--- config.mk ---
export PLATFORM = sky130hd
export DESIGN_NAME = iob_master_ka10
export DESIGN_NICKNAME = d
export VERILOG_FILES = /design/src/rtl/iob_ka10_pkg.sv /design/src/rtl/iob_sync7.sv /design/src/rtl/iob_master_ka10.sv
export SDC_FILE = /design/constraint.sdc
export NUM_CORES = 1
export LEC_CHECK = 0
export ABC_AREA = 1
export CORE_MARGIN = 2
export CORE_UTILIZATION = 52
export DETAILED_ROUTE_END_ITERATION = 10
export PLACE_DENSITY = 0.91
export SLEW_MARGIN = 25
export SYNTH_ARGS = -nofsm -noshare
export SYNTH_HDL_FRONTEND = slang
export SYNTH_SLANG_ARGS = --single-unit
--- constraint.sdc ---
create_clock -name clk -period 3.66 [get_ports clk]
set_input_delay 0.732 -clock clk [delete_from_list [all_inputs] [get_ports clk]]
set_output_delay 0.732 -clock clk [all_outputs]
set_load 0.01 [all_outputs]
--- src/rtl/iob_ka10_pkg.sv ---
// Shared definitions for the KA10 IO bus master: IOT op codes, FSM states,
// device codes and the state down-counter load helper.
package iob_ka10_pkg;

    localparam logic [2:0] IOB_DATAO   = 3'd0;
    localparam logic [2:0] IOB_CONO    = 3'd1;
    localparam logic [2:0] IOB_DATAI   = 3'd2;
    localparam logic [2:0] IOB_CONI    = 3'd3;
    localparam logic [2:0] IOB_CONSZ   = 3'd4;
    localparam logic [2:0] IOB_CONSO   = 3'd5;
    localparam logic [2:0] IOB_IORESET = 3'd6;
    localparam logic [2:0] IOB_NOP     = 3'd7;

    typedef logic [2:0] iob_state_t;

    localparam iob_state_t ST_IDLE  = 3'd0;
    localparam iob_state_t ST_SETUP = 3'd1;
    localparam iob_state_t ST_CLR   = 3'd2;
    localparam iob_state_t ST_GAP   = 3'd3;
    localparam iob_state_t ST_SET   = 3'd4;
    localparam iob_state_t ST_READ  = 3'd5;
    localparam iob_state_t ST_RST   = 3'd6;
    localparam iob_state_t ST_DONE  = 3'd7;

    localparam logic [3:9] IOB_DEV_TTY = 7'b001_010_0;

    localparam int IOB_CNT_W = 16;

    // Each timed state runs for n cycles, so its counter starts at n-1.
    function automatic logic [IOB_CNT_W-1:0] iob_cnt_load(input int n);
        return IOB_CNT_W'(n - 1);
    endfunction

endpackage

--- src/rtl/iob_sync7.sv ---
// Two-flop synchroniser for the seven device PI request lines.
module iob_sync7 (
    input  logic       clk,
    input  logic       reset,
    input  logic [1:7] d,
    output logic [1:7] q
);

    logic [1:7] meta_p0;

    always_ff @(posedge clk or negedge reset) begin
        if (!reset) begin
            meta_p0 <= '0;
            q       <= '0;
        end else begin
            meta_p0 <= d;
            q       <= meta_p0;
        end
    end

endmodule

--- src/rtl/iob_master_ka10.sv ---
// KA10 IO bus initiator: sequences one IOT at a time onto the bus levels and
// returns read data / skip results; also synchronises the PI request lines.
module iob_master_ka10
    import iob_ka10_pkg::*;
#(
    parameter int SETUP_CYC = 2,
    parameter int CLR_CYC   = 4,
    parameter int GAP_CYC   = 2,
    parameter int SET_CYC   = 4,
    parameter int RD_CYC    = 4,
    parameter int RST_CYC   = 8,
    parameter int PWR_DLY   = 16
) (
    input  logic        clk,
    input  logic        reset,
    input  logic        cmd_valid,
    output logic        cmd_ready,
    input  logic [2:0]  cmd_op,
    input  logic [3:9]  cmd_dev,
    input  logic [0:35] cmd_data,
    output logic        rsp_valid,
    output logic [0:35] rsp_data,
    output logic        rsp_skip,
    output logic        iobus_iob_poweron,
    output logic        iobus_iob_reset,
    output logic        iobus_datao_clear,
    output logic        iobus_datao_set,
    output logic        iobus_cono_clear,
    output logic        iobus_cono_set,
    output logic        iobus_iob_fm_datai,
    output logic        iobus_iob_fm_status,
    output logic [3:9]  iobus_ios,
    output logic [0:35] iobus_iob_in,
    input  logic [0:35] iobus_iob_out,
    input  logic [1:7]  iobus_pi_req,
    output logic [1:7]  pi_req_sync
);

    if (SETUP_CYC < 1 || CLR_CYC < 1 || GAP_CYC < 1 || SET_CYC < 1 ||
        RD_CYC < 1 || RST_CYC < 1 || PWR_DLY < 1) begin : g_bad_cycle_count
        $error("iob_master_ka10: all cycle-count parameters must be >= 1");
    end

    iob_state_t           state;
    logic [IOB_CNT_W-1:0] cnt;
    logic [IOB_CNT_W-1:0] pwr_cnt;
    logic                 poweron_q;
    logic [2:0]           op_q;
    logic [3:9]           dev_q;
    logic [0:35]          data_q;
    logic                 hold_q;
    logic                 is_write;
    logic                 accept;

    assign is_write = (op_q == IOB_DATAO) || (op_q == IOB_CONO);
    assign accept   = cmd_valid && cmd_ready;

    function automatic logic skip_calc(input logic [2:0] op, input logic [0:35] sample,
                                       input logic [0:35] mask);
        logic any_set;
        any_set = |(sample[18:35] & mask[18:35]);
        case (op)
            IOB_CONSZ: return !any_set;
            IOB_CONSO: return any_set;
            default:   return 1'b0;
        endcase
    endfunction

    // Power-on delay restarts from zero every time reset is asserted.
    always_ff @(posedge clk or negedge reset) begin
        if (!reset) begin
            pwr_cnt   <= '0;
            poweron_q <= 1'b0;
        end else if (!poweron_q) begin
            if (pwr_cnt == iob_cnt_load(PWR_DLY)) poweron_q <= 1'b1;
            else                                  pwr_cnt   <= pwr_cnt + 1'b1;
        end
    end

    always_ff @(posedge clk or negedge reset) begin
        if (!reset) begin
            state    <= ST_IDLE;
            cnt      <= '0;
            op_q     <= IOB_NOP;
            dev_q    <= '0;
            data_q   <= '0;
            hold_q   <= 1'b0;
            rsp_data <= '0;
            rsp_skip <= 1'b0;
        end else begin
            case (state)
                ST_IDLE: if (accept) begin
                    op_q     <= cmd_op;
                    dev_q    <= cmd_dev;
                    data_q   <= cmd_data;
                    hold_q   <= 1'b0;
                    rsp_data <= '0;
                    rsp_skip <= 1'b0;
                    case (cmd_op)
                        IOB_NOP:     state <= ST_DONE;
                        IOB_IORESET: begin state <= ST_RST;   cnt <= iob_cnt_load(RST_CYC);   end
                        default:     begin state <= ST_SETUP; cnt <= iob_cnt_load(SETUP_CYC); end
                    endcase
                end
                // SETUP is revisited for one hold cycle after SET so ios/iob_in
                // outlast the set strobe.
                ST_SETUP:
                    if (cnt != '0) cnt <= cnt - 1'b1;
                    else if (hold_q) state <= ST_DONE;
                    else if (is_write) begin state <= ST_CLR;  cnt <= iob_cnt_load(CLR_CYC); end
                    else               begin state <= ST_READ; cnt <= iob_cnt_load(RD_CYC);  end
                ST_CLR:
                    if (cnt != '0) cnt <= cnt - 1'b1;
                    else begin state <= ST_GAP; cnt <= iob_cnt_load(GAP_CYC); end
                ST_GAP:
                    if (cnt != '0) cnt <= cnt - 1'b1;
                    else begin state <= ST_SET; cnt <= iob_cnt_load(SET_CYC); end
                ST_SET:
                    if (cnt != '0) cnt <= cnt - 1'b1;
                    else begin state <= ST_SETUP; cnt <= '0; hold_q <= 1'b1; end
                ST_READ:
                    if (cnt != '0) cnt <= cnt - 1'b1;
                    else begin
                        state    <= ST_DONE;
                        rsp_data <= iobus_iob_out;
                        rsp_skip <= skip_calc(op_q, iobus_iob_out, data_q);
                    end
                ST_RST:
                    if (cnt != '0) cnt <= cnt - 1'b1;
                    else state <= ST_DONE;
                default: state <= ST_IDLE;
            endcase
        end
    end

    // Levels decode straight from the state register so reset drops them at once.
    assign cmd_ready           = poweron_q && (state == ST_IDLE);
    assign rsp_valid           = (state == ST_DONE);
    assign iobus_iob_poweron   = poweron_q;
    assign iobus_iob_reset     = (state == ST_RST);
    assign iobus_datao_clear   = (state == ST_CLR)  && (op_q == IOB_DATAO);
    assign iobus_cono_clear    = (state == ST_CLR)  && (op_q == IOB_CONO);
    assign iobus_datao_set     = (state == ST_SET)  && (op_q == IOB_DATAO);
    assign iobus_cono_set      = (state == ST_SET)  && (op_q == IOB_CONO);
    assign iobus_iob_fm_datai  = (state == ST_READ) && (op_q == IOB_DATAI);
    assign iobus_iob_fm_status = (state == ST_READ) && (op_q != IOB_DATAI);

    always_comb begin
        iobus_ios    = '0;
        iobus_iob_in = '0;
        if (state == ST_SETUP || state == ST_CLR || state == ST_GAP ||
            state == ST_SET || state == ST_READ) begin
            iobus_ios = dev_q;
            if (is_write) iobus_iob_in = data_q;
        end
    end

    iob_sync7 u_pi_sync (
        .clk   (clk),
        .reset (reset),
        .d     (iobus_pi_req),
        .q     (pi_req_sync)
    );

endmodule

==> metrics, run 1 <==
iteration count of the initial detailed-routing pass=7; largest area contributor in the synthesized netlist=sky130_fd_sc_hd__dfrtp_1; final critical-path share of the clock period=0.915; Post-Synthesis Cell Area=6620 sq um; most area-consuming cells after synthesis=sky130_fd_sc_hd__dfrtp_1 (50%), sky130_fd_sc_hd__nand2_1 (19%), sky130_fd_sc_hd__nand3_1 (7.5%), sky130_fd_sc_hd__inv_1 (5.1%), sky130_fd_sc_hd__nor2_1 (2.9%); setup TNS after final layout=0 ns; post-CTS setup buffer count=0; unrepaired setup endpoints after global routing=no; layout net count=1,134; worst r2r dst=data_q[18]; Leakage=4.70 nW; power density normalized to cell area=367 nW/um^2; CTS Root Cell=sky130_fd_sc_hd__clkbuf_16; overall via count from detail_route=6,527; largest fanout on the critical path=43; final cell count without fillers=1,225; primary flip-flop cell chosen by synthesis mapping=sky130_fd_sc_hd__dfrtp_1; Skew-Pair Late Insertion Delay=0.43 ns; shortest period the worst path allows=3.35 ns; number of buffer cells added on primary ports=188; Worst path slowest cell=sky130_fd_sc_hd__clkdlybuf4s50_1; CP Data Arrival Time=2.62 ns; aggregate routed wire length=19.6 mm; run status=completed; class of the most critical setup path=reg -> out; most frequent cell on the critical path=sky130_fd_sc_hd__inv_1; average wire length per cell after detail routing=16.0 um; TritonCTS clock tree=yes; Synth async-reset ratio=1.00; worst setup path startpoint=state[0]; number of buffers created by CTS=17; fraction of final layout cells sized beyond drive strength 1=0.0750; max-cap viol count=0; Unique masters post-synth=34; Gate Count Post-Synth=858; Synthesized Nets=952; placed wire-length estimate after detailed placement=13.0 mm; number of register bits inferred by synthesis=134; maximum number of pins on one net before global-route repair=75; DIE HEIGHT=117 um; synthesized area per cell=7.71 sq um; area growth from synthesis to final layout=38.5%; post-route antenna net violation count=0; R2R Path Start=state[0]; Sink Count=134; final setup violation count=0; share of the synthesized area in the top cell type=0.495; first-pass GRT wire length=30.6 mm; maximum buffer depth of the clock tree=2; starting density of the core=0.529; largest stage delay on the critical path=0.53 ns; number of hold buffers added after cts=0; Least-Margin Pin Slew=0.817 ns; Highest Clock Rate=299 MHz; gp weighted congestion=0.964; overall global routing resource usage=0.296; Top-Level Pins=189; Ant. Diodes=0; number of global-route vias before repair=6,259; VDD IR max=0.000201 V; Post-Route Skew=0.0109 ns; total number of yosys warnings=0; via count normalized by instance count=5.33; data required time at the worst endpoint=2.93 ns; core area=12,500 sq um; die boundary width=117 um; initial antenna violation count=0; total congestion overflow after global routing=0; max-slew violation count=0; number of synthesized flops with an enable pin=0; worst relative slew slack=0.456; final-report hold violation count=0; H-Tree Level Count=4; row cnt=41; clock transition at the registers of the reported paths=0.06 ns; Reg2Reg Depth=7; die footprint=13,600 sq um; worst-path cell chain=inv_1 > nand2_2 > nor2_1 > inv_1 > nand3_1 > buf_6 > nand3_1 > inv_1 > clkdlybuf4s50_1; detailed router's first-iteration violation count=652; share of the yosys chip area belonging to registers=0.507; startpoint kind of the worst setup timing path=register; post-detailed-route DRC marker count=0; Critical Path Sink Type=output pin; Cell Count Post-Placement=1,193; worst hold path class=in -> async; register-to-register setup slack=1.26 ns
-- synth_stat cells, types with 2 or more instances --
library cell	n
sky130_fd_sc_hd__xnor2_1	2
sky130_fd_sc_hd__clkbuf_1	2
sky130_fd_sc_hd__nor3_1	15
sky130_fd_sc_hd__buf_1	3
sky130_fd_sc_hd__nand3_2	10
sky130_fd_sc_hd__nand2_1	336
sky130_fd_sc_hd__buf_2	19
sky130_fd_sc_hd__inv_1	90
sky130_fd_sc_hd__nand2_2	4
sky130_fd_sc_hd__nor2_2	9
sky130_fd_sc_hd__nand3_1	99
sky130_fd_sc_hd__nor4_1	3
sky130_fd_sc_hd__buf_4	3
sky130_fd_sc_hd__ha_1	2
sky130_fd_sc_hd__dfrtp_1	131
sky130_fd_sc_hd__xor2_1	10
sky130_fd_sc_hd__dfstp_2	3
sky130_fd_sc_hd__buf_12	2
sky130_fd_sc_hd__nand4_1	10
sky130_fd_sc_hd__a21oi_1	4
sky130_fd_sc_hd__o21ai_0	24
sky130_fd_sc_hd__inv_2	6
sky130_fd_sc_hd__buf_6	3
sky130_fd_sc_hd__o21bai_1	7
sky130_fd_sc_hd__nor2_1	52
-- logic make-up (layout without fill, tap and decap cells) --
logic type / Yosys count / after routing / share of synthesized area
DFF: 134 / 134 / 0.507
buffers and inverters: 130 / 325 / 0.0894
and+or+nand+nor: 541 / 541 / 0.350
adders and majority gates: 2 / 2 / 0.00378
xor gates and xnor gates: 12 / 12 / 0.0159
AOI/OAI and AO/OA: 39 / 39 / 0.0335
-- worst max-delay path: cells and delay by family, from the launching register on --
| family | cells | cell delay (ns) |
|---|---|---|
| buf+inv | 5 | 1.22 |
| flops | 1 | 0.44 |
| simple gates | 4 | 0.52 |
-- timing repair --
action                     CTS  global route
gates resized for setup      0             1
setup endpoints to repair    0             2
hold endpoints to repair     0             0
-- per-layer routing --
metal  vias up  wire length [um]  track usage
met5         -                 0            0
li1       3040                 -            -
met4         0               992        0.162
met1      3101              7490        0.350
met2       304              9600        0.490
met3        82              1570       0.0824
-- area by class of cell --
class	count	area (sq um)
Sequential cell	134	3360
Fill cell	876	3350
Multi-Input combinational cell	594	2670
Timing Repair Buffer	196	1960
Clock buffer	18	439
Inverter	97	367
Tap cell	172	215
Clock inverter	14	159
-- state kept, by name (all words and copies together), names as in the netlist --
name and flops:
data_q 36, rsp_data 36, cnt 16, pwr_cnt 16, dev_q 7, u_pi_sync.meta_p0 7, u_pi_sync.q 7, op_q 3
state 3, hold_q 1, iobus_iob_poweron 1, rsp_skip 1
-- where the power goes --
group          leakage (nW)  internal (mW)  switching [mW]
clock network         0.287           1.08           0.641
logic                  2.68         0.0946          0.0553
registers              1.73           1.49         0.00203
-- per-stage QoR --
stage	utilization	setup WS (ns)	hold WS, ns	area (sq um)	power, mW
after CTS	0.732	0.228	0.0953	9160	3.38
after global routing	0.732	0.101	0.0875	9170	3.46
after floorplan	-	1.60	0.331	6620	1.52
after detailed placement	0.684	0.724	0.335	8560	1.67
final	0.732	0.312	0.106	9170	3.36
after global placement	0.684	0.831	0.332	8560	1.67
-- layout by cell type (no fill, tap or decap) --
cell type / n
sky130_fd_sc_hd__buf_4: 7
sky130_fd_sc_hd__o21ai_1: 1
sky130_fd_sc_hd__o21ai_0: 24
sky130_fd_sc_hd__o21ai_2: 1
sky130_fd_sc_hd__a31oi_1: 1
sky130_fd_sc_hd__ha_1: 2
sky130_fd_sc_hd__nor3_1: 15
sky130_fd_sc_hd__bufinv_16: 3
sky130_fd_sc_hd__o21bai_1: 7
sky130_fd_sc_hd__clkinvlp_4: 4
sky130_fd_sc_hd__nor2_2: 9
sky130_fd_sc_hd__clkinv_2: 6
sky130_fd_sc_hd__xnor2_1: 2
sky130_fd_sc_hd__nand3_2: 10
sky130_fd_sc_hd__a21oi_1: 4
sky130_fd_sc_hd__clkinv_4: 1
sky130_fd_sc_hd__nand3_1: 99
sky130_fd_sc_hd__inv_2: 6
sky130_fd_sc_hd__or2_2: 1
sky130_fd_sc_hd__o221ai_1: 1
sky130_fd_sc_hd__xor2_1: 10
sky130_fd_sc_hd__nor2_1: 52
sky130_fd_sc_hd__nand4_1: 10
sky130_fd_sc_hd__buf_12: 1
sky130_fd_sc_hd__clkbuf_16: 17
sky130_fd_sc_hd__nor4_1: 3
sky130_fd_sc_hd__dfstp_2: 3
sky130_fd_sc_hd__clkdlybuf4s50_1: 187
sky130_fd_sc_hd__nor2_4: 1
sky130_fd_sc_hd__inv_4: 1
sky130_fd_sc_hd__dfrtp_1: 131
sky130_fd_sc_hd__nand2_4: 1
sky130_fd_sc_hd__nand2_1: 335
sky130_fd_sc_hd__nand2_2: 5
sky130_fd_sc_hd__inv_1: 90
sky130_fd_sc_hd__buf_6: 1
sky130_fd_sc_hd__clkbuf_8: 1
-- how the worst max path moves through the flow --
stage	end	cells past startpoint	slack (ns)
6_report	iobus_iob_in[22]	9	0.31
4_1_cts	iobus_iob_in[22]	9	0.23
2_1_floorplan	iobus_iob_in[1]	8	1.60
3_3_place_gp	iobus_iob_in[22]	8	0.83
5_1_grt	iobus_iob_in[22]	9	0.10
3_5_place_dp	iobus_iob_in[20]	9	0.72
No activity file was read; power rests on OpenSTA's default activity.
==> run 2, diff against run 1 <==
CORE_ASPECT_RATIO = 2   (was not set)
SLEW_MARGIN = 0   (was 25)
==> metrics, run 2 (synthesized netlist as in run 1, its figures left out) <==
fin area=9200 sq um (was 9170 sq um); Leakage=4.72 nW (was 4.70 nW); layout net count=1,134 (unchanged); final critical-path share of the clock period=0.955 (was 0.915); final hold slack=0.346 ns (was 0.106 ns); maximum buffer depth of the clock tree=2 (unchanged); Highest Clock Rate=286 MHz (was 299 MHz); area growth from synthesis to final layout=39.0% (was 38.5%); final worst slack=0.163 ns (was 0.312 ns); most common cell after layout, fill and taps aside=sky130_fd_sc_hd__nand2_1 (unchanged); Post-CTS Resized=0 (unchanged); placed wire-length estimate after detailed placement=13.1 mm (was 13.0 mm); DIE HEIGHT=164 um (was 117 um); R2R Path Start=cnt[0] (was state[0]); CP Data Arrival Time=2.76 ns (was 2.62 ns); clock transition at the registers of the reported paths=0.06 ns (about the same); aggregate routed wire length=18.9 mm (was 19.6 mm); number of buffer cells added on primary ports=188 (unchanged); largest fanout on the critical path=19 (was 43); Least-Margin Pin Slew=1.12 ns (was 0.817 ns); destination of the critical timing path=iobus_iob_in[16] (was iobus_iob_in[22]); startpoint kind of the worst setup timing path=register (unchanged); H-Tree Level Count=4 (unchanged); Top-Level Pins=189 (unchanged); Critical Path Sink Type=output pin (unchanged); number of hold buffers added after cts=0 (unchanged); commonest non-fill, non-tap cells in the layout=sky130_fd_sc_hd__nand2_1 (335), sky130_fd_sc_hd__clkdlybuf4s50_1 (187), sky130_fd_sc_hd__dfrtp_1 (131) (unchanged); die footprint=13,700 sq um (was 13,600 sq um); unrepaired setup endpoints after global routing=no (unchanged); worst r2r dst=cnt[6] (was data_q[18]); row cnt=58 (was 41); FF/Latch Area=3360 sq um (unchanged); total congestion overflow after global routing=0 (unchanged); Sink Count=134 (unchanged); worst relative slew slack=0.252 (was 0.456); starting density of the core=0.530 (was 0.529); TritonCTS clock tree=yes (unchanged); setup TNS after final layout=0 ns (unchanged); worst hold path class=reg -> reg (was in -> async); final-report hold violation count=0 (unchanged); number of global-route vias before repair=6,237 (was 6,259); first-pass GRT wire length=30.1 mm (was 30.6 mm); worst setup slack before clock tree synthesis=0.648 ns (was 0.724 ns); gp weighted congestion=0.926 (was 0.964); number of buffers created by CTS=17 (unchanged); power density normalized to cell area=386 nW/um^2 (was 367 nW/um^2); worst setup path startpoint=state[2] (was state[0]); via count normalized by instance count=5.31 (was 5.33); die boundary width=83.8 um (was 117 um); iteration count of the initial detailed-routing pass=5 (was 7); post-CTS setup buffer count=0 (unchanged); area used by multi-input combinational logic=2690 sq um (was 2670 sq um); final setup violation count=0 (unchanged); VDD IR max=0.000364 V (was 0.000201 V); average wire length per cell after detail routing=15.7 um (was 16.0 um); Ant. Diodes=0 (unchanged); Reg2Reg Depth=10 (was 7); shortest period the worst path allows=3.50 ns (was 3.35 ns); detailed router's first-iteration violation count=343 (was 652); Skew-Pair Late Insertion Delay=0.42 ns (was 0.43 ns); run status=completed (unchanged); cell area after placement=8540 sq um (was 8560 sq um); Post-Route Skew=0.00639 ns (was 0.0109 ns); registers with the most flip-flops=data_q (36), rsp_data (36) (unchanged); fraction of final layout cells sized beyond drive strength 1=0.0751 (was 0.0750); maximum number of pins on one net before global-route repair=125 (was 75); post-route antenna net violation count=0 (unchanged); data required time at the worst endpoint=2.93 ns (about the same); core area=12,500 sq um (about the same); max-cap viol count=0 (unchanged); post-detailed-route DRC marker count=0 (unchanged); overall global routing resource usage=0.278 (was 0.296); overall via count from detail_route=6,378 (was 6,527); fill cell total of the finished layout=890 (was 876); register-to-register setup slack=1.30 ns (was 1.26 ns); CTS Root Cell=sky130_fd_sc_hd__clkbuf_16 (unchanged); initial antenna violation count=0 (unchanged); max-slew violation count=0 (unchanged); class of the most critical setup path=reg -> out (unchanged)
run 2: worst min path at each step:
stage,startpoint,endpoint,depth (start not counted)
floorplan,u_pi_sync.meta_p0[1],u_pi_sync.q[1],0
global placement,u_pi_sync.meta_p0[1],u_pi_sync.q[1],0
detailed placement,u_pi_sync.meta_p0[6],u_pi_sync.q[6],0
CTS,u_pi_sync.meta_p0[6],u_pi_sync.q[6],0
global route,u_pi_sync.meta_p0[6],u_pi_sync.q[6],0
finish,u_pi_sync.meta_p0[6],u_pi_sync.q[6],0
run 2: metal layers:
layer  GRT usage  up-vias  share of wire
met5           0        -              0
met4       0.148        0          0.047
met3      0.0561       71          0.051
met2       0.498      291           0.54
met1       0.307     2982           0.36
li1            -     3034              -
run 2: cell type report:
cell class	instances	area share
clock buffer	18	0.0477
clock inverter	13	0.0239
inverter	97	0.0399
multi-input combinational	594	0.292
sequential	134	0.365
tap	150	0.0204
timing repair buffer	196	0.211
run 2: critical path, stage by stage (launching register included):
cell and delay [ns]:
sky130_fd_sc_hd__dfrtp_1 0.52, sky130_fd_sc_hd__inv_2 0.12, sky130_fd_sc_hd__nor2_1 0.21, sky130_fd_sc_hd__inv_1 0.13, sky130_fd_sc_hd__nand3_2 0.31, sky130_fd_sc_hd__buf_4 0.30
sky130_fd_sc_hd__nand3_1 0.11, sky130_fd_sc_hd__inv_1 0.09, sky130_fd_sc_hd__clkdlybuf4s50_1 0.54
run 2: power by group:
part,total (mW),internal (mW),switching (mW)
combinational,0.146,0.0926,0.0530
sequential,1.49,1.49,0.00263
clock,1.92,1.24,0.680
total,3.55,2.82,0.736
run 2: stage by stage:
step	util	total power, mW	cells
4_1_cts	0.737	3.58	1202
5_1_grt	0.737	3.65	1202
3_5_place_dp	0.684	1.67	1171
3_3_place_gp	0.684	1.66	1171
2_1_floorplan	-	1.52	858
6_report	0.737	3.55	1202
